--- config.mk ---
export PLATFORM = sky130hd
export DESIGN_NAME = video_fb_stream_output
export DESIGN_NICKNAME = d
export VERILOG_FILES = /design/src/rtl/video_fb_pkg.sv /design/src/rtl/video_pix_fifo.sv /design/src/rtl/video_fb_stream_output.sv
export SDC_FILE = /design/constraint.sdc
export NUM_CORES = 1
export LEC_CHECK = 0
export CAP_MARGIN = 20
export CORE_ASPECT_RATIO = 1.2
export CORE_UTILIZATION = 45
export CTS_CLUSTER_DIAMETER = 80
export CTS_CLUSTER_SIZE = 12
export DETAILED_ROUTE_END_ITERATION = 10
export PLACE_DENSITY = 0.73
export SYNTH_ARGS = -nofsm -noshare
export SYNTH_HDL_FRONTEND = slang
export SYNTH_SLANG_ARGS = --single-unit
--- constraint.sdc ---
create_clock -name pixel_clock -period 3.34 [get_ports pixel_clock]
set_input_delay 0.668 -clock pixel_clock [delete_from_list [all_inputs] [get_ports pixel_clock]]
set_output_delay 0.668 -clock pixel_clock [all_outputs]
set_load 0.1 [all_outputs]
--- src/rtl/video_fb_pkg.sv ---
// Shared definitions for the framebuffer scan-out stage: output modes,
// raster range helpers and the colour-bar table.
package video_fb_pkg;

  localparam logic [1:0] FB_MODE_FB    = 2'd0;
  localparam logic [1:0] FB_MODE_BARS  = 2'd1;
  localparam logic [1:0] FB_MODE_SOLID = 2'd2;

  function automatic int range_start(input int sync_len, input int bp_len);
    return sync_len + bp_len;
  endfunction

  function automatic int range_end(input int sync_len, input int bp_len, input int visible);
    return sync_len + bp_len + visible;
  endfunction

  // Each channel of a bar is all-ones or zero, so the table stores {r,g,b} flags
  // and the consumer replicates each flag across its channel width.
  function automatic logic [2:0] bar_rgb(input logic [2:0] idx);
    logic [2:0] rgb;
    case (idx)
      3'd0:    rgb = 3'b111;
      3'd1:    rgb = 3'b110;
      3'd2:    rgb = 3'b011;
      3'd3:    rgb = 3'b010;
      3'd4:    rgb = 3'b101;
      3'd5:    rgb = 3'b100;
      3'd6:    rgb = 3'b001;
      default: rgb = 3'b000;
    endcase
    return rgb;
  endfunction

endpackage

--- src/rtl/video_pix_fifo.sv ---
// Show-ahead pixel prefetch FIFO with synchronous flush; dout is the head entry
// combinationally. Pushes while full and pops while empty are ignored.
module video_pix_fifo #(
  parameter int width = 24,
  parameter int depth = 16
) (
  input  logic             pixel_clock,
  input  logic             reset,
  input  logic             flush,
  input  logic             push,
  input  logic [width-1:0] din,
  input  logic             pop,
  output logic [width-1:0] dout,
  output logic             full,
  output logic             empty
);

  localparam int AW = $clog2(depth);

  logic [width-1:0] mem [depth];
  logic [AW-1:0]    wr_ptr;
  logic [AW-1:0]    rd_ptr;
  logic [AW:0]      count;
  logic             wr_en;
  logic             rd_en;

  assign full  = (count == (AW+1)'(depth));
  assign empty = (count == '0);
  assign dout  = mem[rd_ptr];

  assign wr_en = push && !full && !flush;
  assign rd_en = pop && !empty && !flush;

  always_ff @(posedge pixel_clock) begin
    if (wr_en) begin
      mem[wr_ptr] <= din;
    end
  end

  always_ff @(posedge pixel_clock or negedge reset) begin
    if (!reset) begin
      wr_ptr <= '0;
      rd_ptr <= '0;
      count  <= '0;
    end else if (flush) begin
      wr_ptr <= '0;
      rd_ptr <= '0;
      count  <= '0;
    end else begin
      if (wr_en) begin
        wr_ptr <= wr_ptr + 1'b1;
      end
      if (rd_en) begin
        rd_ptr <= rd_ptr + 1'b1;
      end
      case ({wr_en, rd_en})
        2'b10:   count <= count + 1'b1;
        2'b01:   count <= count - 1'b1;
        default: count <= count;
      endcase
    end
  end

endmodule

--- src/rtl/video_fb_stream_output.sv ---
// Framebuffer scan-out: raster timing, prefetch FIFO, mode mux and underflow
// tracking. One cycle from counters to outputs; fbc_ready drops when full or on line 0.
module video_fb_stream_output
  import video_fb_pkg::*;
#(
  parameter int   video_hlength   = 2200,
  parameter int   video_vlength   = 1125,
  parameter logic video_hsync_pol = 1'b1,
  parameter int   video_hsync_len = 44,
  parameter int   video_hbp_len   = 88,
  parameter int   video_h_visible = 1920,
  parameter logic video_vsync_pol = 1'b1,
  parameter int   video_vsync_len = 5,
  parameter int   video_vbp_len   = 4,
  parameter int   video_v_visible = 1080,
  parameter int   pix_w           = 24,
  parameter int   fifo_depth      = 16
) (
  input  logic             pixel_clock,
  input  logic             reset,
  input  logic [1:0]       cfg_mode,
  input  logic [pix_w-1:0] cfg_blank_color,
  input  logic             underflow_clr,
  output logic             fbc_vsync,
  input  logic             fbc_valid,
  input  logic [pix_w-1:0] fbc_data,
  output logic             fbc_ready,
  output logic             video_vsync,
  output logic             video_hsync,
  output logic             video_den,
  output logic             video_line_start,
  output logic [pix_w-1:0] video_data,
  output logic             underflow,
  output logic [15:0]      underflow_cnt
);

  localparam int HW      = $clog2(video_hlength + 1);
  localparam int VW      = $clog2(video_vlength + 1);
  localparam int BW      = $clog2(video_h_visible + 8) + 1;
  localparam int CH_W    = pix_w / 3;
  localparam int H_START = range_start(video_hsync_len, video_hbp_len);
  localparam int H_END   = range_end(video_hsync_len, video_hbp_len, video_h_visible);
  localparam int V_START = range_start(video_vsync_len, video_vbp_len);
  localparam int V_END   = range_end(video_vsync_len, video_vbp_len, video_v_visible);

  logic [HW-1:0]    h_pos;
  logic [VW-1:0]    v_pos;
  logic             hs_int;
  logic             vs_int;
  logic             hv;
  logic             vv;
  logic             den_int;
  logic             ls_int;
  logic [1:0]       mode_q;
  logic [2:0]       bar_idx;
  logic [BW-1:0]    bar_acc;
  logic [BW-1:0]    bar_acc_sum;
  logic [2:0]       bar_flags;
  logic [pix_w-1:0] bar_pix;
  logic [pix_w-1:0] pix_sel;
  logic             fifo_push;
  logic             fifo_pop;
  logic             fifo_flush;
  logic             fifo_full;
  logic             fifo_empty;
  logic [pix_w-1:0] fifo_dout;
  logic             uf_evt;

  always_ff @(posedge pixel_clock or negedge reset) begin
    if (!reset) begin
      h_pos <= '0;
      v_pos <= '0;
    end else if (h_pos == HW'(video_hlength - 1)) begin
      h_pos <= '0;
      v_pos <= (v_pos == VW'(video_vlength - 1)) ? '0 : v_pos + 1'b1;
    end else begin
      h_pos <= h_pos + 1'b1;
    end
  end

  assign hs_int  = (h_pos < HW'(video_hsync_len));
  assign vs_int  = (v_pos < VW'(video_vsync_len));
  assign hv      = (h_pos >= HW'(H_START)) && (h_pos < HW'(H_END));
  assign vv      = (v_pos >= VW'(V_START)) && (v_pos < VW'(V_END));
  assign den_int = hv && vv;
  assign ls_int  = vv && (h_pos == HW'(H_START));

  always_ff @(posedge pixel_clock or negedge reset) begin
    if (!reset) begin
      mode_q <= FB_MODE_FB;
    end else if ((h_pos == '0) && (v_pos == '0)) begin
      mode_q <= cfg_mode;
    end
  end

  // Bar index tracks (x*8)/h_visible incrementally: bar_acc holds (x*8) mod h_visible.
  // A single carry per pixel is enough as long as h_visible is at least 8.
  assign bar_acc_sum = bar_acc + BW'(8);

  always_ff @(posedge pixel_clock or negedge reset) begin
    if (!reset) begin
      bar_idx <= '0;
      bar_acc <= '0;
    end else if (!hv) begin
      bar_idx <= '0;
      bar_acc <= '0;
    end else if (bar_acc_sum >= BW'(video_h_visible)) begin
      bar_idx <= bar_idx + 1'b1;
      bar_acc <= bar_acc_sum - BW'(video_h_visible);
    end else begin
      bar_acc <= bar_acc_sum;
    end
  end

  assign bar_flags = bar_rgb(bar_idx);
  assign bar_pix   = {{CH_W{bar_flags[2]}}, {CH_W{bar_flags[1]}}, {CH_W{bar_flags[0]}}};

  // Line 0 keeps the FIFO flushed so every frame starts from the controller's first pixel.
  assign fifo_flush = (v_pos == '0);
  assign fbc_ready  = !fifo_full && !fifo_flush;
  assign fifo_push  = fbc_valid && fbc_ready;
  assign fifo_pop   = den_int && (mode_q == FB_MODE_FB) && !fifo_empty;
  assign uf_evt     = den_int && (mode_q == FB_MODE_FB) && fifo_empty;

  video_pix_fifo #(
    .width (pix_w),
    .depth (fifo_depth)
  ) u_fifo (
    .pixel_clock (pixel_clock),
    .reset       (reset),
    .flush       (fifo_flush),
    .push        (fifo_push),
    .din         (fbc_data),
    .pop         (fifo_pop),
    .dout        (fifo_dout),
    .full        (fifo_full),
    .empty       (fifo_empty)
  );

  always_comb begin
    pix_sel = '0;
    if (den_int) begin
      case (mode_q)
        FB_MODE_FB:   pix_sel = fifo_empty ? cfg_blank_color : fifo_dout;
        FB_MODE_BARS: pix_sel = bar_pix;
        default:      pix_sel = cfg_blank_color;
      endcase
    end
  end

  always_ff @(posedge pixel_clock or negedge reset) begin
    if (!reset) begin
      video_hsync      <= ~video_hsync_pol;
      video_vsync      <= ~video_vsync_pol;
      video_den        <= 1'b0;
      video_line_start <= 1'b0;
      fbc_vsync        <= 1'b0;
      video_data       <= '0;
    end else begin
      video_hsync      <= hs_int ? video_hsync_pol : ~video_hsync_pol;
      video_vsync      <= vs_int ? video_vsync_pol : ~video_vsync_pol;
      video_den        <= den_int;
      video_line_start <= ls_int;
      fbc_vsync        <= fifo_flush;
      video_data       <= pix_sel;
    end
  end

  // A clear coinciding with an underflow pixel still records that pixel.
  always_ff @(posedge pixel_clock or negedge reset) begin
    if (!reset) begin
      underflow     <= 1'b0;
      underflow_cnt <= '0;
    end else if (uf_evt) begin
      underflow <= 1'b1;
      if (underflow_clr) begin
        underflow_cnt <= 16'd1;
      end else if (underflow_cnt != 16'hFFFF) begin
        underflow_cnt <= underflow_cnt + 16'd1;
      end
    end else if (underflow_clr) begin
      underflow     <= 1'b0;
      underflow_cnt <= '0;
    end
  end

endmodule

-- Word-level counts from Yosys, hierarchy flattened
Memory sizes are Yosys's and may differ from the RTL's.
Cells that the tools add are included.
- flip-flop bits (word level): 99
- bits in latches: 0
- memory bits (writable): 384
- ROM bits: 0
- input bits: 54
- memories: 1
- $add $sub $neg: 10
- $mul: 0
- divide/modulo/power cells: 0
- order comparisons: 7
- equal/unequal tests: 15
- shifts and indexed selects: 0
- multiplexer cells: 26
- bitwise operators: 0
- reductions and logical operators: 28
- memory list (name ; depth ; width ; read ports ; clocked after memory_dff ; wr ports ; line ; source):
    u_fifo.mem ; 16 ; 24 ; 1 ; 0 ; 1 ; video_pix_fifo.sv:20 ; logic [width-1:0] mem [depth];
- operators with widths (kind ; number):
    two-way mux 16 bit ; 4
    two-way mux 24 bit ; 2
    one-hot mux 24 bit (2 select lines) ; 1
    two-way mux 12 bit ; 3
    one-hot mux 3 bit (7 select lines) ; 1
    adder 16 x 1 -> 16 bit, second input constant ; 1
    two-way mux 4 bit ; 4
    inequality test 16 bit, second input constant ; 1
    logical AND 1 bit ; 14
    adder 12 x 1 -> 12 bit, second input constant ; 1
    adder 12 x 4 -> 12 bit, second input constant ; 1
    equality test 12 bit, second input constant ; 1
    equality test 12 x 8 -> 1 bit, second input constant ; 1
    greater-or-equal comparator 12 x 11 -> 1 bit, second input constant ; 1
    greater-or-equal comparator 12 x 8 -> 1 bit, second input constant ; 1
    logical NOT 12 bit ; 1
    less-than comparator 12 bit, second input constant ; 1
    less-than comparator 12 x 6 -> 1 bit, second input constant ; 1
    subtractor 12 x 11 -> 12 bit, second input constant ; 1
    adder 11 x 1 -> 11 bit, second input constant ; 1
    equality test 11 bit, second input constant ; 1
    greater-or-equal comparator 11 x 4 -> 1 bit, second input constant ; 1
    logical NOT 11 bit ; 1
    less-than comparator 11 bit, second input constant ; 1
    other kinds (24) ; 40

-- Depth between registers and ports, before layout
- depth after elaboration: 10
- mapped depth: 14
- mapped depth without buffers: 14

-- Hierarchy
Synthesis repeated with hierarchy kept, for this count alone.
- cell total of the unflattened synthesis: 1316
- area total of the unflattened synthesis: 20035.5 µm²
- by module, submodules not included (module ; times used ; cells an instance ; area an instance (µm²)):
    video_pix_fifo ; 1 ; 831 ; 15606.2
    video_fb_stream_output ; 1 ; 485 ; 4429.2

-- Worst setup path before layout
OpenSTA, ideal clock, no wires.
- path type: register -> register
- start: register v_pos[0]
- end: memory u_fifo.mem[4][0], enable pin
- setup time: 0.435 ns
- arrival: 2.957 ns
- data required time: 2.905 ns
- slack: -0.053 ns
- cell stages (with the launch flop): 9
- period minus slack after synthesis: 3.393 ns
- cell sequence: dfrtp_1 > inv_1 > ha_1 > nand4_1 > inv_2 > buf_2 > nor2_1 > nand2_1 > nor3_1
- word-level cells in the longest chain between the ends: 8
- RTL lines (element ; line ; source):
    start: declaration ; video_fb_stream_output.sv:47 ; logic [VW-1:0] v_pos;
    start signal: assignment ; video_fb_stream_output.sv:75 ; v_pos <= (v_pos == VW'(video_vlength - 1)) ? '0 : v_pos + 1'b1;
    logical NOT 11 bit * ; video_fb_stream_output.sv:119 ; assign fifo_flush = (v_pos == '0);
    logical NOT 1 bit * ; video_pix_fifo.sv:31, video_fb_stream_output.sv:120 ;
    logical AND 1 bit ; video_fb_stream_output.sv:120 ; assign fbc_ready = !fifo_full && !fifo_flush;
    logical AND 1 bit ; video_fb_stream_output.sv:121 ; assign fifo_push = fbc_valid && fbc_ready;
    logical AND 1 bit ; video_pix_fifo.sv:31 ; assign wr_en = push && !full && !flush;
    logical AND 1 bit * ; video_pix_fifo.sv:31 ;
    two-way mux 1 bit * ; video_pix_fifo.sv:35 ; if (wr_en) begin
    two-way mux 1 bit (implied by the code) * ; video_pix_fifo.sv:36 ; mem[wr_ptr] <= din;
    end: declaration ; video_pix_fifo.sv:20 ;
Mark *: on every way between the ends. The rest lies on a longest branch, timed or not.

-- Worst setup path in the final report
- start: register u_fifo.count[0]
- end: register u_fifo.count[4]
- word-level cells in the longest chain between the ends: 9
- elaborated cells between the ends (all ways): 18
- RTL lines (element ; line ; source):
    start: declaration ; video_pix_fifo.sv:23 ; logic [AW:0] count;
    start signal: assignment ; video_pix_fifo.sv:57 ; 2'b10: count <= count + 1'b1;
    start signal: assignment ; video_pix_fifo.sv:58 ; 2'b01: count <= count - 1'b1;
    start signal: assignment ; video_pix_fifo.sv:59 ; default: count <= count;
    equality test 5 bit ; video_pix_fifo.sv:27 ; assign full = (count == (AW+1)'(depth));
    logical NOT 1 bit ; video_pix_fifo.sv:31, video_fb_stream_output.sv:120 ;
    logical AND 1 bit ; video_fb_stream_output.sv:120 ;
    logical AND 1 bit ; video_fb_stream_output.sv:121 ;
    logical AND 1 bit (2 in a row) ; video_pix_fifo.sv:31 ;
    equality test 2 x 1 -> 1 bit / equality test 2 bit (equally long branches) ; video_pix_fifo.sv:56 ; case ({wr_en, rd_en})
    one-hot mux 5 bit (2 select lines) ; video_pix_fifo.sv:56 ;
    two-way mux 5 bit ; video_pix_fifo.sv:45 ; end else if (flush) begin
Parallel ways exist; a longest one is shown, timed or not.
A chain may end at the register's enable or synchronous reset.

==> metrics.txt <==
outcome finished, violations left; failing checks DRC; RSZ-0062 raised after global routing no; area grow syn2layout 16.1%; first-pass GRT wire length 65100 microns; P_sw 2.17 mW; Yosys warnings 0; Worst path slowest cell or4_4; peak supply drop roughly 340 uV; Clock Path Buffers 3; Synth top area share 58.6%; initial core utilization 45.7%; GRT Residual Overflow 0; area post-placement 21600 sq um; max-cap violation count 0; TNS Setup 0 ns; final hold violation count 0; pre-CTS setup slack -0.0636 ns; slowest stage delay, CP about 0.55 ns; via count approximately 11000; top cells by area, synth edfxtp_1 59%, mux4_2 14%, dfrtp_1 12%; ys flop type edfxtp_1; Die X 193 microns; Setup Skew 0.0149 ns; GPL Wtd Cong 0.825; Final Cell Area ~23000 sq um; CTS tree done; min Tclk post-route 3.10 ns; sw frac roughly a fifth; crit path DAT 3.57 ns; Flop pwr share approximately 58%; synthesis-stage register bit count 480; Antenna Nets Post-Route 0; Iter 0 DRT Violations between 900 and 1000; critical path endpoint category flip-flop; Post-synth ARST share ~20%; Worst-Skew Late Latency ~0.56 ns; placed insts 1775; largest net degree at the start of global routing just under 80; clock transition at the registers of the reported paths about 0.070 ns; fin util 53.1%; max_slew headroom 33.7%; TritonCTS buffer count between 40 and 50; post-DP HPWL 26800 microns; total power draw 11.2 mW; Buffers on Ports 100; Boundary Pins 101; Clock Root Buffer clkbuf_16; Worst R2R Start u_fifo.count[0]$_DFFE_PN0P_; Routed WL per cell about 23 microns; core area 43000 sq um; postcts setup bufs 0; initial antenna violation count 2; row cnt 83; Setup WS post-layout about 0.24 ns; post-synthesis sequential area ratio 70.9%; Hold Path Class in2async; drt pass-1 iters 9; final setup fails 0; die height 231 microns; # nets final around 1300; crit path max fanout 6; Resized Gates After CTS 0; WS Path Type reg2reg; clock share of power 40.5%; antenna cell count 0; WL final 42500 microns; largest area contributor in the netlist edfxtp_1; Int Power 9.04 mW; period utilization just over 90%; Logic pwr share 1.8%; die footprint 44500 sq um; Setup crit start kind flip-flop; gr usage total ~20%; Synth Area per Inst 17.5 sq um; H-tree depth 2; Hold Buf Count CTS 0; share of cells above drive strength 1 23.2%; synthesized cell area around 20000 sq um; critical path cell sequence nor4_4, a21boi_1, or4_4, nor3_4, xor2_1, ha_1, buf_4, inv_1, nand2_1, a21oi_1, nand2_2, a2111o_1, o211ai_2; DRC viols 28; Synth cell types just over 60; CTS Sinks 480; vias in the first global route approximately 11000; via/cell ratio 5.75; max-slew violations 0; WHS 0.0961 ns; Crit. Startpoint u_fifo.count[0]$_DFFE_PN0P_; Worst Tran Pin Value 0.991 ns; Non-Filler Instances 1837; EDFF count, synth 384; leakage power 7.78 nW; syn_nets 1196; cells after synthesis ~1100; maximum clock frequency 323 MHz; pwr/cell area 491 nW/um^2; Crit path required time around 3.8 ns
[logic make-up after synthesis]
kind of cell / Yosys count / share of synthesized area [%]
buffers and inverters: 78 / 1.62
and+or+nand+nor: 285 / 7.05
muxes: 126 / 14.1
xor gates and xnor gates: 42 / 1.87
AOI/OAI and AO/OA: 91 / 3.27
adders and majority gates: 20 / 1.27
DFF: 480 / 70.9
[routing by layer]
layer,global-route usage (%),share of wire (%)
met5,0,0.061
met4,4.80,1.8
met3,2.87,4.9
met2,34.3,52
met1,25.9,42
[layout by cell type, fill, tap and decap left out, types with 20 or more instances in the layout]
| cell | count |
|---|---|
| buf_4 | 90 |
| clkbuf_16 | 46 |
| clkdlybuf4s50_1 | 56 |
| dfrtp_1 | 93 |
| edfxtp_1 | 384 |
| ha_1 | 20 |
| inv_1 | 23 |
| mux4_2 | 120 |
| nand2_1 | 80 |
| nor2_1 | 82 |
| xor2_1 | 23 |
[cell type report]
cell class	instances	area (sq um)
fill	3344	20200
sequential	480	13900
multi-input combinational	564	5460
timing repair buffer	155	1420
clock buffer	60	1200
tap	552	691
inverter	24	90.1
clock inverter	2	36.3
[state kept, by name (all words and copies together) (netlist names)]
name              cells
bar_acc               9
bar_idx               3
fbc_vsync             1
h_pos                12
mode_q                2
u_fifo.count          5
u_fifo.mem          384
u_fifo.rd_ptr         4
u_fifo.wr_ptr         4
underflow             1
underflow_cnt        16
v_pos                11
video_data           24
video_den             1
video_hsync           1
video_line_start      1
video_vsync           1
[cell usage after synthesis, types with 2 or more instances]
| library cell | number |
|---|---|
| mux2_2 | 2 |
| mux4_2 | 120 |
| nand3_1 | 18 |
| o41ai_1 | 2 |
| xnor2_1 | 19 |
| xor2_1 | 23 |
| o21a_1 | 2 |
| a31oi_1 | 8 |
| o31ai_1 | 2 |
| nor3_1 | 20 |
| dfrtp_1 | 96 |
| nor4_1 | 9 |
| nand2_1 | 80 |
| and3_1 | 6 |
| edfxtp_1 | 384 |
| and2_1 | 12 |
| or4_1 | 2 |
| nand2b_1 | 7 |
| buf_1 | 5 |
| o21ai_0 | 18 |
| nand4_1 | 19 |
| nor4_4 | 2 |
| nor2_1 | 87 |
| inv_1 | 23 |
| a21oi_1 | 19 |
| o41a_1 | 2 |
| a22oi_1 | 8 |
| ha_1 | 20 |
| or3_1 | 4 |
| and4_1 | 2 |
| a32o_1 | 2 |
| nor2b_1 | 6 |
| or4_4 | 2 |
| o21ai_1 | 3 |
| o22ai_1 | 2 |
| clkbuf_1 | 34 |
| buf_2 | 14 |
| a211oi_1 | 10 |
| o221a_2 | 2 |
| or2_2 | 2 |
| mux2i_1 | 3 |
[power by group through the flow]
stage | Clock (mW) | Sequential (mW) | Combinational [mW]
floorplan | 0 | 6.59 | 0.0404
global placement | 0 | 6.59 | 0.199
detailed placement | 0 | 6.59 | 0.207
CTS | 4.63 | 6.47 | 0.207
global route | 4.84 | 6.46 | 0.225
finish | 4.54 | 6.47 | 0.205
[final timing paths]
kind	to	slack (ns)	cells after the start
setup / recovery	u_fifo.count[4]$_DFFE_PN0P_	0.24	13
hold / removal	video_line_start$_DFF_PN0_	0.1	1
setup reg to reg	u_fifo.count[4]$_DFFE_PN0P_	0.24	13
hold reg to reg	underflow_cnt[14]$_DFFE_PN0P_	0.52	1
max in group asynchronous	video_data[8]$_DFF_PN0_	2.55	2
min in group pixel_clock	underflow_cnt[14]$_DFFE_PN0P_	0.52	1
[critical path: cells and delay by family (launching register included)]
family                   cells  cell delay [ns]
adder cells (fa/ha/maj)      1             0.20
AO/OA/AOI/OAI                4             0.80
AND/OR/NAND/NOR              5             1.25
buffers and inverters        2             0.21
flip-flops                   1             0.46
XOR/XNOR                     1             0.09
(Power assumes the default switching activity.)
